`config.mk`:
```
export PLATFORM = sky130hd
export DESIGN_NAME = predictor_update_unit
export DESIGN_NICKNAME = d
export VERILOG_FILES = /design/src/rtl/predictor_update_unit.sv
export SDC_FILE = /design/constraint.sdc
export NUM_CORES = 1
export LEC_CHECK = 0
export BUFFER_PORTS_ARGS = -buffer_cell sky130_fd_sc_hd__buf_2
export CAP_MARGIN = 30
export CORE_UTILIZATION = 57
export CTS_CLUSTER_DIAMETER = 50
export DETAILED_ROUTE_END_ITERATION = 12
export PLACE_DENSITY = 0.86
export SKIP_LAST_GASP = 1
export SLEW_MARGIN = 20
export SYNTH_ARGS = -nofsm -noshare
export SYNTH_HDL_FRONTEND = slang
export SYNTH_SLANG_ARGS = --single-unit
```
`constraint.sdc`:
```
create_clock -name s_clk_i -period 7.2 [get_ports s_clk_i]
set_clock_uncertainty 0.05 [all_clocks]
set_input_delay 0.36 -clock s_clk_i [delete_from_list [all_inputs] [get_ports s_clk_i]]
set_output_delay 0.36 -clock s_clk_i [all_outputs]
set_load 0.005 [all_outputs]
```
`src/rtl/predictor_update_unit.sv`:
```
// predictor_update_unit: CTI resolution, misprediction redirect, predictor training FIFO and fence invalidation (optional stats: PRED_UPD_STATS_EN)
module predictor_update_unit #(
  parameter int DEPTH = 2,
  parameter int CNT_W = 16
) (
  input  logic        s_clk_i,
  input  logic        s_reset_i,
  input  logic        s_valid_i,
  input  logic        s_is_branch_i,
  input  logic        s_is_jal_i,
  input  logic        s_is_jalr_i,
  input  logic        s_rvc_i,
  input  logic        s_taken_i,
  input  logic [31:0] s_pc_i,
  input  logic [19:0] s_offset_i,
  input  logic [31:0] s_target_i,
  input  logic        s_pred_taken_i,
  input  logic [31:0] s_pred_add_i,
  input  logic        s_fence_i,
  input  logic        s_upd_ready_i,
  output logic        s_mispred_o,
  output logic [31:0] s_redirect_add_o,
  output logic        s_fence_busy_o,
  output logic        s_btb_update_o,
  output logic        s_branch_update_o,
  output logic        s_branch_taken_o,
  output logic        s_jump_update_o,
  output logic        s_instr_rvc_o,
  output logic [19:0] s_offset_o,
  output logic [31:0] s_base_add_o,
  output logic        s_invalidate_o
`ifdef PRED_UPD_STATS_EN
  ,
  output logic [CNT_W-1:0] s_cnt_cti_o,
  output logic [CNT_W-1:0] s_cnt_mispred_o,
  output logic [CNT_W-1:0] s_cnt_drop_o
`endif
);
  localparam int AW = $clog2(DEPTH);
  localparam logic [1:0] IDLE = 2'd0, DRAIN = 2'd1, INV = 2'd2;
  logic [1:0] state;
  logic [56:0] mem [DEPTH];
  logic [AW:0] wr, rd;
  logic [56:0] head;
  logic [31:0] nxt;
  logic ne, mis, tkn, btb, jmp, enq, empty, full, pop, push;
  // resolve the executed instruction and decide what training it produces
  always_comb begin
    ne = s_pred_add_i != s_target_i;
    mis = s_is_branch_i ? (s_pred_taken_i != s_taken_i) | (s_pred_taken_i & s_taken_i & ne) :
          s_is_jal_i ? ~s_pred_taken_i | ne : s_pred_taken_i;
    tkn = s_is_branch_i ? s_taken_i : s_is_jal_i | s_is_jalr_i;
    nxt = tkn ? s_target_i : s_pc_i + (s_rvc_i ? 32'd2 : 32'd4);
    btb = s_is_branch_i & s_taken_i & (~s_pred_taken_i | ne);
    jmp = ~s_is_branch_i & s_is_jal_i & (~s_pred_taken_i | ne);
    enq = s_valid_i & (btb | s_is_branch_i | jmp);
    empty = wr == rd;
    full = (wr[AW] != rd[AW]) && (wr[AW-1:0] == rd[AW-1:0]);
    pop = ~empty & s_upd_ready_i & (state != INV);
    push = enq & (~full | pop);
    head = mem[rd[AW-1:0]];
  end
  assign s_btb_update_o = head[56] & pop;
  assign s_branch_update_o = head[55] & pop;
  assign s_branch_taken_o = head[54] & pop;
  assign s_jump_update_o = head[53] & pop;
  assign s_instr_rvc_o = head[52] & pop;
  assign s_offset_o = head[51:32];
  assign s_base_add_o = head[31:0];
  assign s_fence_busy_o = state != IDLE;
  assign s_invalidate_o = state == INV;
  // training FIFO: a push into a full FIFO only lands when the head leaves the same cycle
  always_ff @(posedge s_clk_i) begin
    if (s_reset_i) begin
      wr <= '0;
      rd <= '0;
      for (int i = 0; i < DEPTH; i++) mem[i] <= '0;
    end else begin
      if (push) begin
        mem[wr[AW-1:0]] <= {btb, s_is_branch_i, s_is_branch_i & s_taken_i, jmp, s_rvc_i, s_offset_i, s_pc_i};
        wr <= wr + 1'b1;
      end
      if (pop) rd <= rd + 1'b1;
    end
  end
  // one-cycle registered redirect strobe; address holds between mispredicts
  always_ff @(posedge s_clk_i) begin
    if (s_reset_i) begin
      s_mispred_o <= 1'b0;
      s_redirect_add_o <= '0;
    end else begin
      s_mispred_o <= s_valid_i & mis;
      s_redirect_add_o <= (s_valid_i & mis) ? nxt : s_redirect_add_o;
    end
  end
  // fence sequencing: drain queued training, then invalidate for one cycle
  always_ff @(posedge s_clk_i) begin
    if (s_reset_i) state <= IDLE;
    else state <= state == IDLE ? (s_fence_i ? DRAIN : IDLE) :
                  state == DRAIN ? (empty ? INV : DRAIN) : IDLE;
  end
`ifdef PRED_UPD_STATS_EN
  // saturating statistics counters
  always_ff @(posedge s_clk_i) begin
    if (s_reset_i) begin
      s_cnt_cti_o <= '0;
      s_cnt_mispred_o <= '0;
      s_cnt_drop_o <= '0;
    end else begin
      s_cnt_cti_o <= s_cnt_cti_o + CNT_W'(s_valid_i & (s_is_branch_i | s_is_jal_i | s_is_jalr_i) & ~&s_cnt_cti_o);
      s_cnt_mispred_o <= s_cnt_mispred_o + CNT_W'(s_valid_i & mis & ~&s_cnt_mispred_o);
      s_cnt_drop_o <= s_cnt_drop_o + CNT_W'(enq & full & ~pop & ~&s_cnt_drop_o);
    end
  end
`endif
endmodule

```
# == After elaboration in Yosys (flattened, before gate mapping) ==
# Memory sizes are Yosys's and may differ from the RTL's. A register that Yosys moved wholly into a read port is not among the register bits.
# Index checks and enable logic that the tools add are counted.
# totals
register_bits,39
ram_bits,114
inputBits,127
out_inout_bits,92
wordCells,66
memories,1
# memory_table
name,words,width,read_ports,rd_ports_with_merged_regs,wr,line_no,text
mem,2,57,1,1,2,42,logic [56:0] mem [DEPTH];
# classes
n_addsub,3
eq_ne,8
mux,19
bitwise,26
reduce_logical,4
# op_table
operator,count
$mux 57,1
$reduce_or 57->1,1
$add 32x3->32,1
$mux 32,1
$ne 32x32->1,1
$and 1x1->1,16
$mux 1,13
$mux 2,3
$or 1x1->1,6
$add 2x1->2 const B,2
$not 1->1,4
$mux 3,1
$eq 2x1->1 const B,1
$eq 2x2->1,1
$eq 2x2->1 const B,1
$logic_not 2->1,1
$ne 1x1->1,2
$ne 2x2->1 const B,1
$reduce_bool 2->1,1
$eq 1x1->1,1
$logic_and 1x1->1,1

# == Logic depth before layout (Yosys ltp) ==
# Gate-level depths: netlist of run 1.
# depth
ltp_word,12
depth_mapped,8

# == Least setup slack after synthesis of run 1 ==
# OpenSTA, ideal clock, no wires.
# synth_path
path_kind,register to register
startpoint,reg wr[0]
endpoint,mem mem[0][0] (enable)
arrival_ns,2.263
slack_ns,4.473
path_stages_with_launch,6
path_buffers,1
synth_period_minus_slack_ns,2.727
cell_sequence,dfxtp_1 > buf_4 > xnor2_1 > a31o_2 > a21oi_1 > a21o_1
# synth_lines
item,line_no,text
"start, declared",43,"logic [AW:0] wr, rd;"
"start signal, assigned",81,wr <= wr + 1'b1;
"end, declared",42,

==> summary.md, run 1 <==
| Metric | Value |
|---|---|
| Status | completed |
| Placer Congestion | between 0.8 and 0.9 |
| Reg-to-reg endpoint | mem[1][32] |
| Slowest stage delay, CP | 0.60 ns |
| Starting Density | about three fifths |
| Clk Latency, worst-skew pair | 0.42 ns |
| Synth area leader | edfxtp_1 |
| Worst R2R Setup Slack | around 4.5 ns |
| Post-CTS Hold Fix Bufs | 0 |
| H-tree depth | 4 |
| Worst Path Buf+Inv | 1 |
| Critical Path RT | approximately 7 ns |
| Io pins | approximately 220 |
| Vias per cell | ~5.6 |
| Worst Max-Slew Pin Slew | approximately 0.78 ns |
| Worst path cell trace | xnor2_1, a31o_2, a211oi_1, or2_2, buf_4 |
| Layout cells sized above 1 | between 30% and 40% |
| Final Max Slew Viols | 0 |
| Post-route ant nets | 0 |
| Drt first pass iters | 5 |
| WS Path Type | register to register |
| Die Width | ~120 um |
| Hold endpoint | state[0] |
| #FFs+latches synth | 154 |
| Worst-case vdd ir drop | approximately 0.14 mV |
| R2R Path Start | wr[0] |
| Max Root-Sink Buffers | 2 |
| Worst Hold Class | input pin to register |
| Critical path arrival | around 2.7 ns |
| Hold depth | 3 |
| Remaining global-route overflow | 0 |
| Top cell type's share of synthesized area | roughly 43% |
| CP Max Fanout | 57 |
| Non-Filler Instances | roughly 1.1k |
| Pwr dens | 247 mW/mm2 |
| WL/cell | roughly 18 um |
| Final min period | around 2.7 ns |
| # clock sinks | 154 |
| Most common library cells after synthesis | 114 x edfxtp_1, 107 x and2_1, 54 x mux2_2, 54 x xor2_1, 46 x nor2_1 |
| Post-synth cell types | about 50 |
| Port Buffers | roughly 220 |
| Reg2Reg Depth | 5 |
| Yosys Warn Count | 0 |
| DP Cell Count | ~1.0k |
| Post-CTS setup buffer count | 0 |
| CP max stage cell | buf_4 |
| CTS Buf Count | 17 |
| Synthesized net count | ~800 |
| Critical Path Start Type | register |
| Layout area overhead | 22.6% |
| Initial antenna violation count | 0 |
| Row Count | 42 |
| Total negative slack | 0 ns |
| Vias | roughly 6k |
| CTS tree | yes |
| Post-Syn Area | 0.00801 mm2 |
| Detailed Route WL | slightly below 20000 um |
| Rel. slew slack | 48.3% |
| Antenna cells | 0 |
| Hold Startpoint | s_fence_i |
| RSZ-0062 raised after global routing | false |
| Mapped Cells | 687 |
| Hold Vio Cnt, Final | 0 |
| Detailed placer's ending HPWL | 13300 um |
| Die span in y | roughly 120 um |
| Area of the core | 0.0135 mm2 |
| Max Fclk | 372 MHz |
| Sequential share of the synthesized area | a little over half |
| Period utilisation layout | a little under two fifths |
| CTS root buf | clkbuf_16 |
| Avg Synthesized Cell Area | 11.7 um2 |
| Largest net degree at the start of global routing | 63 |
| Worst setup EP type | register |
| Synth async-reset ratio | 0% |
| Max cap viols | 0 |
| Number of remaining DRC errors | 0 |
| Leakage | 4.33 nW |
| Worst-path clk slew | 0.06 ns |
| First-pass GRT wire length | 30400 um |
| DRT iter0 DRCs | between 500 and 600 |
| Nets@finish | a little over 1k |
| Post-CTS sizing | 0 |
| Final setup viols | 0 |
| Most frequent cell after synthesis | edfxtp_1 |
| Fill cells | about 990 |
| Vias in the first global route | 5811 |
| Predominant post-synthesis flop cell | edfxtp_1 |
| Top cells by area, synth | edfxtp_1 43%, dfxtp_1 10%, and2_1 8.4% |
| Finished Core Util | between 70% and 80% |
| All-Layer GR Usage | between 20% and 30% |
| Top delay family on crit path | compound AO/OA/AOI/OAI gates |
| EDFF count, synth | 114 |
| Full die area | 0.0145 mm2 |
## sequential cells by signal, summed over array words and instances (netlist names), named ones only
register	count
s_redirect_add_o	32
mem	114
state	2
wr	2
s_mispred_o	1
rd	2
## logic make-up after synthesis
logic type / share of synthesized area, %
simple gates: 19.8
compound gates: 4.86
fa+ha+maj: 0.719
xor+xnor: 6.89
buf+inv: 2.91
flops: 52.7
mux: 12.1
## layout by cell type (no fill, tap or decap), types with 2 or more instances in the layout
| cell | netlist | routed |
|---|---|---|
| and4_1 | 5 | 5 |
| o31ai_1 | 2 | 2 |
| nand2_1 | 42 | 42 |
| mux2i_1 | 36 | 36 |
| or2_2 | 3 | 3 |
| nand2b_1 | 18 | 18 |
| nor3_4 | 2 | 2 |
| xnor2_1 | 9 | 9 |
| clkbuf_1 | 33 | 2 |
| inv_6 | 0 | 2 |
| and2_1 | 107 | 107 |
| mux2_2 | 54 | 54 |
| xor2_1 | 54 | 54 |
| nor3_1 | 4 | 4 |
| bufinv_16 | 0 | 3 |
| nor2b_1 | 6 | 6 |
| clkbuf_8 | 0 | 3 |
| ha_1 | 3 | 3 |
| nand3_1 | 16 | 16 |
| buf_2 | 0 | 218 |
| clkbuf_16 | 0 | 17 |
| o211ai_1 | 5 | 5 |
| nor2_1 | 46 | 46 |
| a211o_1 | 22 | 22 |
| buf_4 | 1 | 7 |
| and3_1 | 6 | 6 |
| nand4_1 | 11 | 11 |
| clkinvlp_4 | 0 | 2 |
| o21ai_0 | 3 | 3 |
| dfxtp_1 | 40 | 39 |
| a21oi_1 | 2 | 2 |
| inv_1 | 7 | 7 |
| nor4_1 | 12 | 12 |
| edfxtp_1 | 114 | 114 |
## worst max-delay path by stage
stage	cells after the start	from	to	slack, ns
global placement	7	s_target_i[20]	s_redirect_add_o[30]	3.86
finish	5	wr[0]	mem[1][32]	4.51
global route	5	wr[0]	mem[1][53]	4.33
detailed placement	7	s_target_i[15]	s_redirect_add_o[30]	3.82
floorplan	5	wr[0]	mem[0][0]	4.47
CTS	7	s_target_i[15]	s_redirect_add_o[30]	4.29
## area by class of cell
type                       instances  area (um2)  share of cell area, %
sequential                       154        4230                   43.0
multi-input combinational        487        3570                   36.3
timing repair buffer             226        1160                   11.9
clock buffer                      22         474                   4.83
tap                              176         220                   2.24
clock inverter                    10         140                   1.43
inverter                           7        26.3                  0.268
## per-stage QoR
step / cell area, um2 / hold slack (ns) / power, W / worst slack [ns]
2_1_floorplan: 8010 / 0.387 / 0.00133 / 4.47
3_3_place_gp: 9180 / 0.393 / 0.00151 / 3.86
3_5_place_dp: 9180 / 0.399 / 0.00152 / 3.82
4_1_cts: 9800 / 0.156 / 0.00243 / 4.29
5_1_grt: 9820 / 0.170 / 0.00251 / 4.33
6_report: 9820 / 0.158 / 0.00243 / 4.51
## power by group
part	switching, W	internal [W]	total (W)
clock	0.000349	0.000574	0.000923
combinational	0.000235	0.000210	0.000445
sequential	0.0000261	0.00103	0.00106
total	0.000610	0.00182	0.00243
## routing by layer
layer,GRT usage (%),share of wire (%),vias to the layer above
li1,-,-,2852
met1,36.9,43,2852
met2,46.0,49,280
met4,9.88,1.7,0
met5,0,0,-
met3,5.42,7.0,26
## tightest hold or removal path: stages
cell       delay [ns]
buf_2            0.09
nor2_1           0.07
a2111oi_0        0.06
Power figures use the tool's default switching activity.
==> run 2, diff against run 1 <==
--- a/config.mk
+++ b/config.mk
@@ -7,10 +7,10 @@
 export LEC_CHECK = 0
 export BUFFER_PORTS_ARGS = -buffer_cell sky130_fd_sc_hd__buf_2
 export CAP_MARGIN = 30
-export CORE_UTILIZATION = 57
+export CORE_UTILIZATION = 48
 export CTS_CLUSTER_DIAMETER = 50
 export DETAILED_ROUTE_END_ITERATION = 12
-export PLACE_DENSITY = 0.86
+export PLACE_DENSITY = 0.77
 export SKIP_LAST_GASP = 1
 export SLEW_MARGIN = 20
 export SYNTH_ARGS = -nofsm -noshare
==> constraint.sdc (replaced) <==
create_clock -name s_clk_i -period 2.4 [get_ports s_clk_i]
set_clock_uncertainty 0.05 [all_clocks]
set_input_delay 0.12 -clock s_clk_i [delete_from_list [all_inputs] [get_ports s_clk_i]]
set_output_delay 0.12 -clock s_clk_i [all_outputs]
set_load 0.005 [all_outputs]
==> run 2 against run 1 <==
Compared with the run above:
- critical path depth increased by 6
- combinational power grew to 3.3 times the previous value
- wire length grew 6.4%
- worst setup slack got worse by 4.5 ns
- critical path type is now input pin to register
==> summary.md, run 2 (synthesis gave the netlist of run 1 again) <==
| Metric | Value |
|---|---|
| Clk Latency, worst-skew pair | 0.42 ns (about the same) |
| Status | completed |
| Fill cells | 1241 (+26%) |
| Commonest non-fill, non-tap cell in the layout | buf_2 |
| Most used cell, CP | clkbuf_16 |
| Reg2Reg Depth | 6 (+1) |
| Non-Filler Instances | 1186 (+9.6%) |
| Hold Startpoint | s_pc_i[22] |
| Slowest stage delay, CP | 0.53 ns (-0.07 ns) |
| Port Buffers | 218 (unchanged) |
| Worst-case vdd ir drop | 0.519 mV (+260%) |
| Antenna cells | 0 (unchanged) |
| CTS tree | yes |
| Io pins | 219 (unchanged) |
| Post-route ant nets | 0 (unchanged) |
| Die Width | 131 um (+8.8%) |
| Leakage | 4.66 nW (+7.6%) |
| Period utilisation layout | between 90% and 100% |
| Detailed placer's ending HPWL | 14200 um (+7.1%) |
| Layout area overhead | 32.3% |
| Rel. slew slack | 53.5% (+5.2 points) |
| CP Max Fanout | 16 (-72%) |
| First-pass GRT wire length | 31900 um (+4.8%) |
| Reg-to-reg endpoint | mem[1][27] |
| Placer Congestion | 0.852 (+1.5%) |
| WL/cell | 17.5 um (-3.0%) |
| Critical Path Start Type | input pin |
| Pwr dens | 678 mW/mm2 (+170%) |
| Detailed Route WL | 20800 um (+6.4%) |
| Initial antenna violation count | 0 (unchanged) |
| Worst Hold Class | input pin to register |
| Hold depth | 2 (-1) |
| CTS root buf | clkbuf_16 |
| DRT iter0 DRCs | 412 (-25%) |
| Remaining global-route overflow | 0 (unchanged) |
| Nets@finish | 1088 (+6.3%) |
| # clock sinks | 154 (unchanged) |
| DP Cell Count | 1111 (+5.9%) |
| Final min period | 2.39 ns |
| Biggest register | mem |
| Hold Vio Cnt, Final | 0 (unchanged) |
| FF/Latch Area | 0.00423 mm2 (unchanged) |
| Full die area | 0.0172 mm2 (+18%) |
| Max Root-Sink Buffers | 2 (unchanged) |
| Final Max Slew Viols | 0 (unchanged) |
| H-tree depth | 4 (unchanged) |
| Vias | 6287 (+4.6%) |
| Worst setup EP type | register |
| Die span in y | 131 um (+8.8%) |
| Number of remaining DRC errors | 0 (unchanged) |
| Starting Density | 49.7% (-9.8 points) |
| Vias per cell | 5.30 (-4.6%) |
| CTS Buf Count | 17 (unchanged) |
| Final setup viols | 0 (unchanged) |
| All-Layer GR Usage | 24.2% (-3.7 points) |
| Worst Max-Slew Pin Slew | 0.690 ns (-0.0852 ns) |
| Largest net degree at the start of global routing | 58 (-7.9%) |
| Worst path cell trace | dlygate4sd3_1, buf_2, xor2_1, nor4_1, nand2_1, nor3_4, buf_6, a2111oi_4, clkbuf_16, clkbuf_16, and2_1 |
| Most frequent cells in the layout | 217 x buf_2, 114 x edfxtp_1, 107 x and2_1 |
| Crit path from | s_target_i[0] |
| Drt first pass iters | 5 (unchanged) |
| Area of the core | 0.0161 mm2 (+20%) |
| Critical Path RT | 2.52 ns (-4.67 ns) |
| Vias in the first global route | 6123 (+5.4%) |
| R2R Path Start | state[1] |
| Multi-input gate area | 0.00361 mm2 (+1.1%) |
| WS Path Type | input pin to register |
| Layout cells sized above 1 | 36.3% (+0.53 points) |
| Biggest regs | mem (114), s_redirect_add_o (32) |
| Hold endpoint | mem[0][22] |
| Max cap viols | 0 (unchanged) |
| Max reg flops | 114 (unchanged) |
| Critical path arrival | 2.51 ns (-0.17 ns) |
| CP max stage cell | dlygate4sd3_1 |
| Worst-path clk slew | 0.06 ns (about the same) |
| Total negative slack | 0 ns (unchanged) |
| Max Fclk | roughly 420 MHz |
| Row Count | 46 (+9.5%) |
| Worst R2R Setup Slack | 0.36 ns (-4.15 ns) |
==> run 2: per-layer routing <==
layer | GRT usage, % | up-vias | wire (um)
met5 | 0 | - | 0
met4 | 9.22 | 0 | 437
met3 | 4.94 | 34 | 1320
met2 | 39.1 | 272 | 9860
met1 | 32.0 | 3004 | 9160
li1 | - | 2977 | -
==> run 2: area by class of cell <==
type / count / area share [%]
Clock buffer: 18 / 4.05
Clock inverter: 14 / 1.16
Inverter: 7 / 0.248
Multi-Input combinational cell: 487 / 34.0
Sequential cell: 154 / 39.9
Tap cell: 216 / 2.55
Timing Repair Buffer: 290 / 18.1
==> run 2: metrics by stage <==
| stage | power, W | setup slack, ns | utilization [%] | area [um2] | hold slack (ns) |
|---|---|---|---|---|---|
| 6_report | 0.00718 | 0.0143 | 65.8 | 10600 | 0.0277 |
| 5_1_grt | 0.00746 | -0.0196 | 65.8 | 10600 | 0.0160 |
| 4_1_cts | 0.00720 | 0.0279 | 65.0 | 10500 | 0.000705 |
| 3_5_place_dp | 0.00462 | -0.0872 | 59.1 | 9520 | 0.359 |
| 3_3_place_gp | 0.00460 | -0.0442 | 59.1 | 9520 | 0.352 |
| 2_1_floorplan | 0.00399 | 0.0187 | - | 8010 | 0.243 |
==> run 2: worst max-delay path: cells and delay by family <==
kind	cells	cell delay, ns
compound gates	1	0.07
xor+xnor	1	0.16
simple gates	4	0.95
buf+inv	5	1.19
==> run 2: power breakdown <==
group | switching, W | total [W] | internal (W)
clock network | 0.00109 | 0.00252 | 0.00143
logic | 0.000744 | 0.00149 | 0.000746
registers | 0.0000784 | 0.00317 | 0.00309
==> run 2: worst max-delay path by stage <==
stage	to	slack, ns
6_report	mem[0][6]	0.01
5_1_grt	mem[0][2]	-0.02
4_1_cts	mem[1][10]	0.03
3_5_place_dp	mem[1][22]	-0.09
3_3_place_gp	mem[1][40]	-0.04
2_1_floorplan	mem[1][0]	0.02
==> run 2: timing repair <==
item | 4_1_cts | 5_1_grt
buffers inserted | 0 | 2
endpoints found under the hold margin | 74 | 0
endpoints found under the setup margin | 0 | 227
gates resized for setup | 0 | 10
hold buffers | 40 | 0
